### src/rtl/stats_join_stage.sv
// Joins the min/max/avg result streams word-for-word into one record carrying
// avg, spread = max - min, an alarm flag and an order-error flag.
module stats_join_stage #(
  parameter int DATA_W     = 64,
  parameter int FIFO_DEPTH = 4,
  parameter int CNT_W      = 32
) (
  input  logic              clk,
  input  logic              reset,
  input  logic [DATA_W-1:0] min_in_data,
  input  logic              min_in_valid,
  output logic              min_in_ready,
  input  logic [DATA_W-1:0] max_in_data,
  input  logic              max_in_valid,
  output logic              max_in_ready,
  input  logic [DATA_W-1:0] avg_in_data,
  input  logic              avg_in_valid,
  output logic              avg_in_ready,
  input  logic [DATA_W-1:0] alarm_thresh,
  output logic [DATA_W-1:0] stat_avg,
  output logic [DATA_W-1:0] stat_spread,
  output logic              stat_alarm,
  output logic              stat_order_err,
  output logic              stat_valid,
  input  logic              stat_ready,
  output logic [CNT_W-1:0]  rec_count,
  output logic              order_err_sticky
);

  localparam int AW = (FIFO_DEPTH > 1) ? $clog2(FIFO_DEPTH) : 1;
  localparam int NS = 3;
  localparam logic [AW:0] DEPTH_C = (AW+1)'(FIFO_DEPTH);

  // Stream index: 0 = min, 1 = max, 2 = avg
  logic [DATA_W-1:0] in_data [NS];
  logic [DATA_W-1:0] head    [NS];
  logic [NS-1:0]     in_valid;
  logic [NS-1:0]     in_ready;
  logic [NS-1:0]     nonempty;
  logic              join_fire;

  assign in_data[0] = min_in_data;
  assign in_data[1] = max_in_data;
  assign in_data[2] = avg_in_data;
  assign in_valid   = {avg_in_valid, max_in_valid, min_in_valid};
  assign min_in_ready = in_ready[0];
  assign max_in_ready = in_ready[1];
  assign avg_in_ready = in_ready[2];

  assign join_fire = (&nonempty) && (!stat_valid || stat_ready);

  generate
    for (genvar gi = 0; gi < NS; gi++) begin : g_fifo
      logic [DATA_W-1:0] mem [FIFO_DEPTH];
      logic [AW-1:0]     wr_ptr_reg;
      logic [AW-1:0]     rd_ptr_reg;
      logic [AW:0]       count_reg;
      logic              push;
      logic              pop;

      // Ready looks only at the registered count, never at a same-cycle pop.
      assign in_ready[gi] = !reset && (count_reg < DEPTH_C);
      assign push         = in_valid[gi] && in_ready[gi];
      assign pop          = join_fire;
      assign nonempty[gi] = (count_reg != '0);
      assign head[gi]     = mem[rd_ptr_reg];

      always_ff @(posedge clk) begin
        if (push) mem[wr_ptr_reg] <= in_data[gi];
      end

      always_ff @(posedge clk or posedge reset) begin
        if (reset) begin
          wr_ptr_reg <= '0;
          rd_ptr_reg <= '0;
          count_reg  <= '0;
        end else begin
          if (push) wr_ptr_reg <= wr_ptr_reg + AW'(1);
          if (pop)  rd_ptr_reg <= rd_ptr_reg + AW'(1);
          case ({push, pop})
            2'b10:   count_reg <= count_reg + 1'b1;
            2'b01:   count_reg <= count_reg - 1'b1;
            default: count_reg <= count_reg;
          endcase
        end
      end
    end
  endgenerate

  logic              max_ge_min;
  logic [DATA_W-1:0] spread_next;
  logic              alarm_next;
  logic              order_next;

  always_comb begin
    max_ge_min  = (head[1] >= head[0]);
    spread_next = max_ge_min ? (head[1] - head[0]) : '0;
    order_next  = !max_ge_min;
    alarm_next  = (spread_next > alarm_thresh);
  end

  always_ff @(posedge clk or posedge reset) begin
    if (reset) begin
      stat_valid       <= 1'b0;
      stat_avg         <= '0;
      stat_spread      <= '0;
      stat_alarm       <= 1'b0;
      stat_order_err   <= 1'b0;
      rec_count        <= '0;
      order_err_sticky <= 1'b0;
    end else begin
      if (join_fire) begin
        stat_valid     <= 1'b1;
        stat_avg       <= head[2];
        stat_spread    <= spread_next;
        stat_alarm     <= alarm_next;
        stat_order_err <= order_next;
        if (order_next) order_err_sticky <= 1'b1;
      end else if (stat_valid && stat_ready) begin
        stat_valid <= 1'b0;
      end
      if (stat_valid && stat_ready) rec_count <= rec_count + 1'b1;
    end
  end

endmodule

### config.mk
export PLATFORM = sky130hd
export DESIGN_NAME = stats_join_stage
export DESIGN_NICKNAME = d
export VERILOG_FILES = /design/src/rtl/stats_join_stage.sv
export SDC_FILE = /design/constraint.sdc
export NUM_CORES = 1
export LEC_CHECK = 0
export BUFFER_PORTS_ARGS = -buffer_cell sky130_fd_sc_hd__buf_2
export CORE_MARGIN = 2
export CORE_UTILIZATION = 30
export DETAILED_ROUTE_END_ITERATION = 16
export PLACE_DENSITY = 0.5
export SYNTH_ARGS = -nofsm -noshare
export SYNTH_HDL_FRONTEND = slang
export SYNTH_SLANG_ARGS = --single-unit
export TNS_END_PERCENT = 30
### constraint.sdc
create_clock -name clk -period 6.7 [get_ports clk]
set_input_delay 1.675 -clock clk [delete_from_list [all_inputs] [get_ports clk]]
set_output_delay 1.675 -clock clk [all_outputs]
set_load 0.05 [all_outputs]
==> summary.txt, run 1 <==
Run status
  • Outcome: completed

Worst setup path
  • CP arrival: 6.93 ns
  • Crit-path max cell delay: 0.70 ns
  • Worst reg2reg path startpoint: g_fifo[0].rd_ptr_reg[1]$_DFFE_PP0P_
  • Crit Path Class: reg -> reg
  • CP required: 7.32 ns
  • CP Launch Type: flop
  • Reg2reg setup slack: 0.38 ns
  • Crit-path max FO: 28
  • R2R cell count: 25
  • Slowest cell on the critical path: dfrtp_4
  • Most common cell on crit path: a21oi_1
  • Crit path max-delay family: compound AO/OA/AOI/OAI gates
  • Crit path buf inv count: 5
  • Crit path capture type: flop
  • R2R Path End: stat_alarm$_DFFE_PP0P_

Synthesis
  • Synth Flop Type: edfxtp_1
  • Synth top area cells: edfxtp_1 (56%), dfrtp_1 (11%), mux4_2 (11%)
  • Share of the synthesized area in the top cell type: 56.4%
  • Synth cell types: 62
  • Synth Warn #: 0
  • EDFF count, synth: 768
  • Cells after synthesis: 2623
  • Syn_nets: 3033
  • Synth async-reset ratio: 19.4%
  • Yosys reg bits: 953
  • Syn Area/Cell: 15.6 um2
  • Mapped cell area: 40900 um2
  • Synth area leader: edfxtp_1
  • Post-synthesis sequential area ratio: 67.7%

Layout
  • Most frequent cells in the layout: edfxtp_1 (768), buf_2 (428), nand2_1 (330)
  • Layout cells sized above 1: 27.6%
  • Top flop regs: g_fifo.mem x768, stat_avg x64, stat_spread x64
  • Post-Layout Cell Count: 4984
  • Most flop-heavy register: g_fifo.mem
  • Nets: 3515
  • Layout Area Growth over Synthesis: 20.1%
  • Number of flip-flops in the largest register: 768
  • Most common cell after layout, fill and taps aside: edfxtp_1

Run
  • Max_cap viols: 0

CTS
  • Max Root-Sink Buffers: 3
  • Clock latency on the worst-skew pair: 0.74 ns
  • CTS tree: yes
  • H-Tree Depth: 3
  • Clk root buf: clkbuf_16
  • CTS Sinks: 953
  • Cts hold-fix bufs: 0
  • Worst-path clk slew: 0.06 ns
  • CTS buffer count: 105

Timing
  • RSZ-0062 raised after global routing: false
  • TNS Setup: 0 ns
  • Fmax: 0.158 GHz
  • Pins Over Slew Limit: 0
  • Rel. slew slack: 27.3%
  • Final-report hold violation count: 0
  • Post-route clock skew: 0.0479 ns
  • Slew @ Worst Pin: 1.08 ns
  • Crit share post-route: 94.3%
  • Period minus WS final: 6.32 ns
  • Final setup viols: 0

Pwr
  • Overall Power: 27.6 mW
  • Pwr per Cell Area: 563 nW/um2
  • Leak: 19.1 nW
  • Peak supply drop: 340 uV

Die
  • Initial Utilization: 30.2%
  • Die Ht: 373 um
  • # rows: 135
  • Core area: 135000 um2
  • # IOs: 429
  • Die area: 139000 um2
  • Die extent in x: 373 um

Route
  • First DRT Iteration DRCs: 1708
  • Drt drc: 0
  • Routed wire length: 121 mm
  • Remaining antenna violation count: 0
  • Routed wire per std cell: 24.3 um
  • Via Count: 24133
  • Drt via density: 4.84
  • DRT Pass-1 Iters: 5

Hold path
  • Hold-critical path depth: 1
  • Worst min path class: reg -> reg
  • HP Start: order_err_sticky$_DFFE_PP0P_
  • Endpoint, Worst Hold: order_err_sticky$_DFFE_PP0P_

Global routing
  • Largest net degree at the start of global routing: 105
  • Number of global-route vias before repair: 24263
  • Total Routing Usage GR: 17.3%
  • Overflow after GRT: 0
  • Initial antenna violation count: 32
  • First-pass GRT wire length: 175 mm

Place
  • Placed cells: 4774
  • Port bufs: 428
  • DP HPWL: 86.4 mm
  • RD Place Congestion: 0.845
==> cells by family (layout without fill, tap and decap cells) <==
kind of cell | Yosys count | after routing | synth area share (%)
AO/OA/AOI/OAI | 340 | 340 | 5.70
adder cells (fa/ha/maj) | 148 | 148 | 4.60
other | 0 | 5 | 0
AND/OR/NAND/NOR | 589 | 589 | 6.19
XOR/XNOR | 110 | 110 | 2.36
flip-flops | 953 | 953 | 67.7
buffers and inverters | 286 | 861 | 2.70
multiplexers | 197 | 197 | 10.7
==> cell usage after synthesis (all sizes together), types with 5 or more instances <==
cell	count
a211oi	10
a21o	60
a21oi	88
a221oi	6
a31oi	9
and2	11
and3	28
buf	46
clkbuf	69
dfrtp	185
edfxtp	768
ha	144
inv	171
mux4	192
nand2	330
nand2b	6
nand3	22
nand4	44
nor2	114
nor2b	7
nor3	15
nor4	5
o21ai	66
o21bai	13
o31ai	57
xnor2	75
xor2	35
==> through the flow <==
stage	worst slack, ns	hold slack, ns	area [um2]	utilization [%]
6_report	0.384	0.467	49100	36.3
4_1_cts	0.360	0.471	49000	36.2
2_1_floorplan	0.587	0.464	40900	-
5_1_grt	0.00318	0.490	49100	36.3
3_5_place_dp	0.367	0.457	45400	33.6
3_3_place_gp	0.380	0.453	45400	33.6
==> report_power, final <==
part	total [mW]	leakage, nW	switching (mW)	internal [mW]
sequential	7.78	9.28	0.538	7.24
combinational	13.9	8.11	9.05	4.84
clock	5.96	1.72	2.44	3.52
==> layer usage <==
metal	share of wire (%)	global-route usage, %	up-vias
met3	6.4	3.91	180
met4	2.0	4.35	36
met5	0.17	0	-
met2	46	27.1	727
met1	45	24.2	12323
li1	-	-	10867
==> worst max path at each step <==
stage	depth (start not counted)	to	from
4_1_cts	23	stat_alarm$_DFFE_PP0P_	g_fifo[1].rd_ptr_reg[0]$_DFFE_PP0P_
6_report	25	stat_alarm$_DFFE_PP0P_	g_fifo[0].rd_ptr_reg[1]$_DFFE_PP0P_
3_5_place_dp	23	stat_alarm$_DFFE_PP0P_	g_fifo[1].rd_ptr_reg[0]$_DFFE_PP0P_
3_3_place_gp	23	stat_alarm$_DFFE_PP0P_	g_fifo[1].rd_ptr_reg[0]$_DFFE_PP0P_
5_1_grt	25	stat_alarm$_DFFE_PP0P_	g_fifo[0].rd_ptr_reg[1]$_DFFE_PP0P_
2_1_floorplan	27	stat_alarm$_DFFE_PP0P_	g_fifo[1].rd_ptr_reg[0]$_DFFE_PP0P_
==> what timing repair did <==
action                                  CTS  global route
buffers inserted                          0             5
resized for setup                         0             1
endpoints found under the setup margin    0             1
==> final cells by class <==
| cell class | count | area [um2] |
|---|---|---|
| fillers | 12962 | 86200 |
| multi-input cells | 1384 | 12100 |
| diodes | 5 | 12.5 |
| flip-flops and latches | 953 | 27700 |
| well taps | 1781 | 2230 |
| inverters | 171 | 647 |
| clock inverters | 53 | 601 |
| repair buffers | 490 | 2770 |
| clock buffers | 147 | 2960 |
Power figures use the tool's default switching activity.
==> run 2: changes to the inputs <==
--- a/config.mk
+++ b/config.mk
@@ -10,6 +10,7 @@
 export CORE_UTILIZATION = 30
 export DETAILED_ROUTE_END_ITERATION = 16
 export PLACE_DENSITY = 0.5
+export RECOVER_POWER = 100
 export SYNTH_ARGS = -nofsm -noshare
 export SYNTH_HDL_FRONTEND = slang
 export SYNTH_SLANG_ARGS = --single-unit
==> summary.txt, run 2 (same netlist as run 1, synthesis figures left out) <==
Route
  • Via Count: 24111 (was 24133)
  • Drt drc: 0 (unchanged)
  • Routed wire length: 121 mm (about the same)
  • Routed wire per std cell: 24.3 um (about the same)
  • Remaining antenna violation count: 0 (unchanged)
  • First DRT Iteration DRCs: 1719 (was 1708)
  • DRT Pass-1 Iters: 5 (unchanged)
  • Drt via density: 4.84 (about the same)

CTS
  • Cts hold-fix bufs: 0 (unchanged)
  • CTS tree: yes (unchanged)
  • CTS buffer count: 105 (unchanged)
  • Clk root buf: clkbuf_16 (unchanged)
  • CTS Sinks: 953 (unchanged)
  • Clock latency on the worst-skew pair: 0.74 ns (about the same)
  • H-Tree Depth: 3 (unchanged)
  • Worst-path clk slew: 0.06 ns (about the same)
  • Max Root-Sink Buffers: 3 (unchanged)

Timing
  • Final-report hold violation count: 0 (unchanged)
  • Slew @ Worst Pin: 3.86 ns (was 1.08 ns)
  • TNS Setup: 0 ns (unchanged)
  • Period minus WS final: 6.41 ns (was 6.32 ns)
  • Rel. slew slack: -157% (was 27.3%)
  • RSZ-0062 raised after global routing: false (unchanged)
  • Fmax: 0.156 GHz (was 0.158 GHz)
  • Crit share post-route: 95.6% (was 94.3%)
  • Pins Over Slew Limit: 1068 (was 0)
  • Setup WS post-layout: 0.295 ns (was 0.384 ns)
  • Post-route clock skew: 0.0452 ns (was 0.0479 ns)
  • Final setup viols: 0 (unchanged)

Pwr
  • Pwr per Cell Area: 569 nW/um2 (was 563 nW/um2)
  • Leak: 17.9 nW (was 19.1 nW)
  • Peak supply drop: 339 uV (was 340 uV)
  • Overall Power: 27.6 mW (about the same)

Worst setup path
  • CP required: 7.32 ns (about the same)
  • Reg2reg setup slack: 0.29 ns (was 0.38 ns)
  • Worst reg2reg path startpoint: g_fifo[1].rd_ptr_reg[0]$_DFFE_PP0P_ (was g_fifo[0].rd_ptr_reg[1]$_DFFE_PP0P_)
  • Crit path buf inv count: 2 (was 5)
  • Crit Path Class: reg -> reg (unchanged)
  • CP arrival: 7.02 ns (was 6.93 ns)
  • R2R Path End: stat_alarm$_DFFE_PP0P_ (unchanged)
  • Slowest cell on the critical path: dfrtp_1 (was dfrtp_4)
  • Crit path capture type: flop (unchanged)
  • R2R cell count: 24 (was 25)
  • Critical path, cell by cell: buf_12, buf_4, mux4_2, ha_1, a21oi_1, o21ai_1, a221oi_2, o31ai_2, a21oi_4, a21oi_1, o211ai_1, nand2_1, and2_1, ha_1, nor2b_1, o21ai_0, nand2b_1, a21oi_1, o221ai_1, a221o_1, a221oi_1, a21oi_1, a211oi_1, nor3_1
  • Crit-path max FO: 7 (was 28)
  • Crit path max-delay family: compound AO/OA/AOI/OAI gates (unchanged)
  • Most common cell on crit path: a21oi_1 (unchanged)
  • Crit-path max cell delay: 0.54 ns (was 0.70 ns)
  • CP Launch Type: flop (unchanged)

Run status
  • Outcome: finished, violations left (was completed)
  • Failing checks: capacitance limit, slew limit

Layout
  • Final Util: 35.8% (was 36.3%)
  • Layout cells sized above 1: 15.4% (was 27.6%)
  • Post-Layout Cell Count: 4984 (unchanged)
  • Most common cell after layout, fill and taps aside: edfxtp_1 (unchanged)
  • Number of flip-flops in the largest register: 768 (unchanged)
  • Nets: 3515 (unchanged)
  • Multi-input gate area: 12100 um2 (about the same)
  • FILL cells: 13103 (was 12962)
  • Most frequent cells in the layout: edfxtp_1 (768), clkbuf_1 (411), nand2_1 (330) (was edfxtp_1 (768), buf_2 (428), nand2_1 (330))
  • Top flop regs: g_fifo.mem x768, stat_avg x64, stat_spread x64 (unchanged)
  • Reg area: 27700 um2 (about the same)
  • Layout Area Growth over Synthesis: 18.6% (was 20.1%)
  • Most flop-heavy register: g_fifo.mem (unchanged)

Die
  • Initial Utilization: 30.2% (unchanged)
  • Core area: 135000 um2 (unchanged)
  • Die Ht: 373 um (unchanged)
  • # rows: 135 (unchanged)
  • Die area: 139000 um2 (unchanged)
  • # IOs: 429 (unchanged)
  • Die extent in x: 373 um (unchanged)

Place
  • DP HPWL: 86.4 mm (unchanged)
  • Port bufs: 428 (unchanged)
  • Worst slack at placement: 0.367 ns (unchanged)
  • RD Place Congestion: 0.845 (unchanged)
  • Placed cells: 4774 (unchanged)

Run
  • Max_cap viols: 26 (was 0)

Global routing
  • Number of global-route vias before repair: 24263 (unchanged)
  • First-pass GRT wire length: 175 mm (unchanged)
  • Initial antenna violation count: 27 (was 32)
  • Overflow after GRT: 0 (unchanged)
  • Largest net degree at the start of global routing: 105 (unchanged)
  • Total Routing Usage GR: 17.3% (unchanged)

Hold path
  • Endpoint, Worst Hold: stat_avg[26]$_DFFE_PP0P_ (was order_err_sticky$_DFFE_PP0P_)
  • Hold-critical path depth: 2 (was 1)
  • Worst min path class: reg -> reg (unchanged)
  • HP Start: stat_avg[26]$_DFFE_PP0P_ (was order_err_sticky$_DFFE_PP0P_)
run 2: cell count changes in the layout (fill, tap and decap cells not counted), moves of 8 or more:
cell,change
and3_1,+12
and3_4,-8
buf_2,-360
buf_4,-23
clkbuf_1,+380
run 2: worst max-delay path by stage:
| stage | startpoint | endpoint | slack [ns] | cells after the start |
|---|---|---|---|---|
| 6_report | g_fifo[1].rd_ptr_reg[0]$_DFFE_PP0P_ | stat_alarm$_DFFE_PP0P_ | 0.29 | 24 |
| 2_1_floorplan | g_fifo[1].rd_ptr_reg[0]$_DFFE_PP0P_ | stat_alarm$_DFFE_PP0P_ | 0.59 | 27 |
| 5_1_grt | g_fifo[0].rd_ptr_reg[1]$_DFFE_PP0P_ | stat_alarm$_DFFE_PP0P_ | 0.003 | 25 |
| 4_1_cts | g_fifo[1].rd_ptr_reg[0]$_DFFE_PP0P_ | stat_alarm$_DFFE_PP0P_ | 0.36 | 23 |
| 3_3_place_gp | g_fifo[1].rd_ptr_reg[0]$_DFFE_PP0P_ | stat_alarm$_DFFE_PP0P_ | 0.38 | 23 |
| 3_5_place_dp | g_fifo[1].rd_ptr_reg[0]$_DFFE_PP0P_ | stat_alarm$_DFFE_PP0P_ | 0.37 | 23 |
run 2: final cells by class:
type	instances	area share (%)
sequential	953	57.2
multi-input combinational	1384	25.0
clock buffer	147	6.11
tap	1781	4.60
timing repair buffer	490	4.58
inverter	171	1.33
clock inverter	53	1.24
antenna	5	0.0258
run 2: tightest hold or removal path, delay by kind of cell, from the launching register on:
kind             cells  cell delay, ns
and+or+nand+nor      2            0.10
DFF                  1            0.34
run 2: what timing repair did:
action	in CTS	in global routing
endpoints found under the setup margin	0	1
buffers inserted	0	5
resized for setup	0	1
run 2: where the power goes:
part           internal (mW)  total [mW]  switching, mW  leakage [nW]
combinational           4.74        13.8           9.05          6.91
sequential              7.27        7.81          0.548          9.29
clock                   3.52        5.95           2.44          1.72
run 2: layer usage:
metal | part of all wire (%) | global-route usage (%) | up-vias
li1 | - | - | 10868
met1 | 45 | 24.2 | 12342
met2 | 46 | 27.1 | 706
met3 | 6.5 | 3.91 | 163
met4 | 2.0 | 4.35 | 32
met5 | 0.16 | 0 | -
run 2: stage by stage:
stage | hold slack, ns | area, um2
3_3_place_gp | 0.453 | 45400
4_1_cts | 0.471 | 49000
3_5_place_dp | 0.457 | 45400
2_1_floorplan | 0.464 | 40900
5_1_grt | 0.492 | 48500
6_report | 0.470 | 48500
==> run 3: changes to the inputs <==
--- a/config.mk
+++ b/config.mk
@@ -8,9 +8,11 @@
 export BUFFER_PORTS_ARGS = -buffer_cell sky130_fd_sc_hd__buf_2
 export CORE_MARGIN = 2
 export CORE_UTILIZATION = 30
+export CTS_CLUSTER_DIAMETER = 120
 export DETAILED_ROUTE_END_ITERATION = 16
-export PLACE_DENSITY = 0.5
+export PLACE_DENSITY_LB_ADDON = 0.2
 export RECOVER_POWER = 100
+export SLEW_MARGIN = 25
 export SYNTH_ARGS = -nofsm -noshare
 export SYNTH_HDL_FRONTEND = slang
 export SYNTH_SLANG_ARGS = --single-unit
==> summary.txt, run 3 (same netlist as run 1, synthesis figures left out) <==
Route
  • Metal3 WL: 6.79 mm (was 7.87 mm)
  • Routed wire length: 117 mm (was 121 mm)
  • First DRT Iteration DRCs: 1709 (was 1719)
  • Drt via density: 4.77 (was 4.84)
  • Met2 WL: 54.8 mm (was 56.2 mm)
  • DRT Pass-1 Iters: 5 (unchanged)
  • Routed wire per std cell: 23.4 um (was 24.3 um)
  • Remaining antenna violation count: 0 (unchanged)
  • DR top layer: met5 (unchanged)
  • Drt drc: 0 (unchanged)
  • Via Count: 23768 (was 24111)
  • WL met1: 51.6 mm (was 54.4 mm)

CTS
  • H-Tree Depth: 3 (unchanged)
  • Worst-path clk slew: 0.06 ns (about the same)
  • Clock latency on the worst-skew pair: 0.74 ns (about the same)
  • CTS Sinks: 953 (unchanged)
  • CTS tree: yes (unchanged)
  • Post-CTS sizing: 0 (unchanged)
  • Max Root-Sink Buffers: 3 (unchanged)
  • Clk root buf: clkbuf_16 (unchanged)
  • Cts hold-fix bufs: 0 (unchanged)
  • CTS buffer count: 106 (was 105)

Run
  • Max_cap viols: 26 (unchanged)

Die
  • Die area: 139000 um2 (unchanged)
  • Core area: 135000 um2 (unchanged)
  • # IOs: 429 (unchanged)
  • Die extent in x: 373 um (unchanged)
  • Initial Utilization: 30.2% (unchanged)
  • Die Ht: 373 um (unchanged)
  • # rows: 135 (unchanged)

Pwr
  • Switching part of the total: 43.6% (was 43.7%)
  • Clock group share of total power: 21.9% (was 21.6%)
  • Share of total power in sequential cells: 28.8% (was 28.4%)
  • Leak: 17.9 nW (about the same)
  • Pwr per Cell Area: 561 nW/um2 (was 569 nW/um2)
  • Net Switching: 11.8 mW (was 12.0 mW)
  • Overall Power: 27.1 mW (was 27.6 mW)
  • Internal: 15.3 mW (was 15.5 mW)
  • Peak supply drop: 350 uV (was 339 uV)
  • Comb pwr share: 49.4% (was 50.0%)

Global routing
  • Largest net degree at the start of global routing: 111 (was 105)
  • Total Routing Usage GR: 16.6% (was 17.3%)
  • Initial antenna violation count: 38 (was 27)
  • Overflow after GRT: 0 (unchanged)
  • Number of global-route vias before repair: 24389 (was 24263)
  • First-pass GRT wire length: 169 mm (was 175 mm)

Timing
  • Fmax: 0.160 GHz (was 0.156 GHz)
  • Period minus WS final: 6.27 ns (was 6.41 ns)
  • Hold slack final: 0.471 ns (was 0.470 ns)
  • Rel. slew slack: -124% (was -157%)
  • TNS Setup: 0 ns (unchanged)
  • Slew @ Worst Pin: 3.36 ns (was 3.86 ns)
  • Final setup viols: 0 (unchanged)
  • RSZ-0062 raised after global routing: false (unchanged)
  • Post-route clock skew: 0.0488 ns (was 0.0452 ns)
  • Setup WS post-layout: 0.434 ns (was 0.295 ns)
  • Pins Over Slew Limit: 995 (was 1068)
  • Crit share post-route: 93.5% (was 95.6%)
  • Final-report hold violation count: 0 (unchanged)

Layout
  • Nets: 3510 (was 3515)
  • Number of flip-flops in the largest register: 768 (unchanged)
  • Top flop regs: g_fifo.mem x768, stat_avg x64, stat_spread x64 (unchanged)
  • Most flop-heavy register: g_fifo.mem (unchanged)
  • Layout cells sized above 1: 15.5% (was 15.4%)
  • Most common cell after layout, fill and taps aside: edfxtp_1 (unchanged)
  • Final instance area: 48400 um2 (was 48500 um2)
  • Most frequent cells in the layout: edfxtp_1 (768), clkbuf_1 (399), nand2_1 (330) (was edfxtp_1 (768), clkbuf_1 (411), nand2_1 (330))
  • FILL cells: 13133 (was 13103)
  • Layout Area Growth over Synthesis: 18.4% (was 18.6%)

Run status
  • Failing checks: capacitance limit, slew limit (unchanged)
  • Outcome: finished, violations left (unchanged)

Worst setup path
  • CP Launch Type: flop (unchanged)
  • Crit path capture type: flop (unchanged)
  • Crit Path Class: reg -> reg (unchanged)
  • Crit-path max FO: 24 (was 7)
  • CP required: 7.30 ns (was 7.32 ns)
  • CP arrival: 6.87 ns (was 7.02 ns)

Place
  • DP HPWL: 81.9 mm (was 86.4 mm)
  • Worst slack at placement: 0.374 ns (was 0.367 ns)
  • RD Place Congestion: 0.836 (was 0.845)
  • Port bufs: 428 (unchanged)
  • Post-DP Area: 45400 um2 (about the same)

Hold path
  • Worst min path class: reg -> reg (unchanged)
## run 3: changes by cell type in the layout (fill, tap and decap cells not counted), moves of 3 or more
cell       before  now
inv_6           2    7
clkbuf_16     111  106
clkinv_8        3    0
diode_2         5    8
buf_12         12    9
clkinv_16       0    3
buf_4          26   23
clkbuf_1      411  399
clkbuf_8        5   15
clkinv_2       12   23
## run 3: power groups by stage
stage                     Clock (mW)  Sequential, mW  Combinational (mW)
after floorplan                    0            8.80                8.30
after global placement             0            7.91                13.8
after detailed placement           0            7.92                13.7
after CTS                       6.12            7.80                13.7
after global routing            6.34            7.90                14.7
final                           5.94            7.80                13.4
## run 3: worst max-delay path, stage by stage, from the launching register on
cell	delay, ns
dfrtp_4	0.54
buf_12	0.27
mux4_2	0.53
inv_1	0.11
ha_1	0.25
nor2b_1	0.16
o31a_4	0.30
o21ai_2	0.25
o31a_1	0.21
o21ai_0	0.21
a221o_1	0.58
a21oi_4	0.33
o221ai_1	0.22
xnor2_1	0.44
nor2_1	0.09
ha_1	0.31
a21o_1	0.18
a21o_1	0.17
a21oi_1	0.17
o211ai_1	0.29
a211oi_1	0.41
nor3_1	0.07
## run 3: layout make-up
type                            count  area, um2  area share, %
Antenna cell                        8       20.0         0.0414
Clock buffer                      138       2920           6.04
Clock inverter                     64        657           1.36
Inverter                          171        644           1.33
Multi-Input combinational cell   1384      12100           24.9
Sequential cell                   953      27700           57.3
Tap cell                         1781       2230           4.61
Timing Repair Buffer              484       2140           4.42
## run 3: per-layer routing
| metal | global-route usage (%) | up-vias |
|---|---|---|
| met5 | 0 | - |
| met4 | 5.22 | 38 |
| met3 | 3.91 | 198 |
| met2 | 26.5 | 554 |
| met1 | 22.4 | 12111 |
| li1 | - | 10867 |
## run 3: path summary, 6_finish.rpt
| path | from | endpoint | cells past startpoint | slack [ns] |
|---|---|---|---|---|
| worst max-delay path | g_fifo[0].rd_ptr_reg[0]$_DFFE_PP0P_ | stat_alarm$_DFFE_PP0P_ | 21 | 0.43 |
| max in group asynchronous | reset | stat_spread[43]$_DFFE_PP0P_ | 4 | 1.47 |
| worst min-delay path | stat_avg[36]$_DFFE_PP0P_ | stat_avg[36]$_DFFE_PP0P_ | 2 | 0.47 |
| min in group asynchronous | reset | stat_spread[7]$_DFFE_PP0P_ | 2 | 1.07 |
| worst min register to register | stat_avg[36]$_DFFE_PP0P_ | stat_avg[36]$_DFFE_PP0P_ | 2 | 0.47 |
| worst max register to register | g_fifo[0].rd_ptr_reg[0]$_DFFE_PP0P_ | stat_alarm$_DFFE_PP0P_ | 21 | 0.43 |
## run 3: metrics by stage
stage | util (%) | cells
6_report | 35.8 | 4983
5_1_grt | 35.8 | 4980
4_1_cts | 36.2 | 4973
3_5_place_dp | 33.6 | 4771
3_3_place_gp | 33.6 | 4771
2_1_floorplan | - | 2623
## run 3: what timing repair did
action	CTS	global route
hold endpoints to repair	0	0
setup endpoints to repair	0	1
setup buffers	0	2
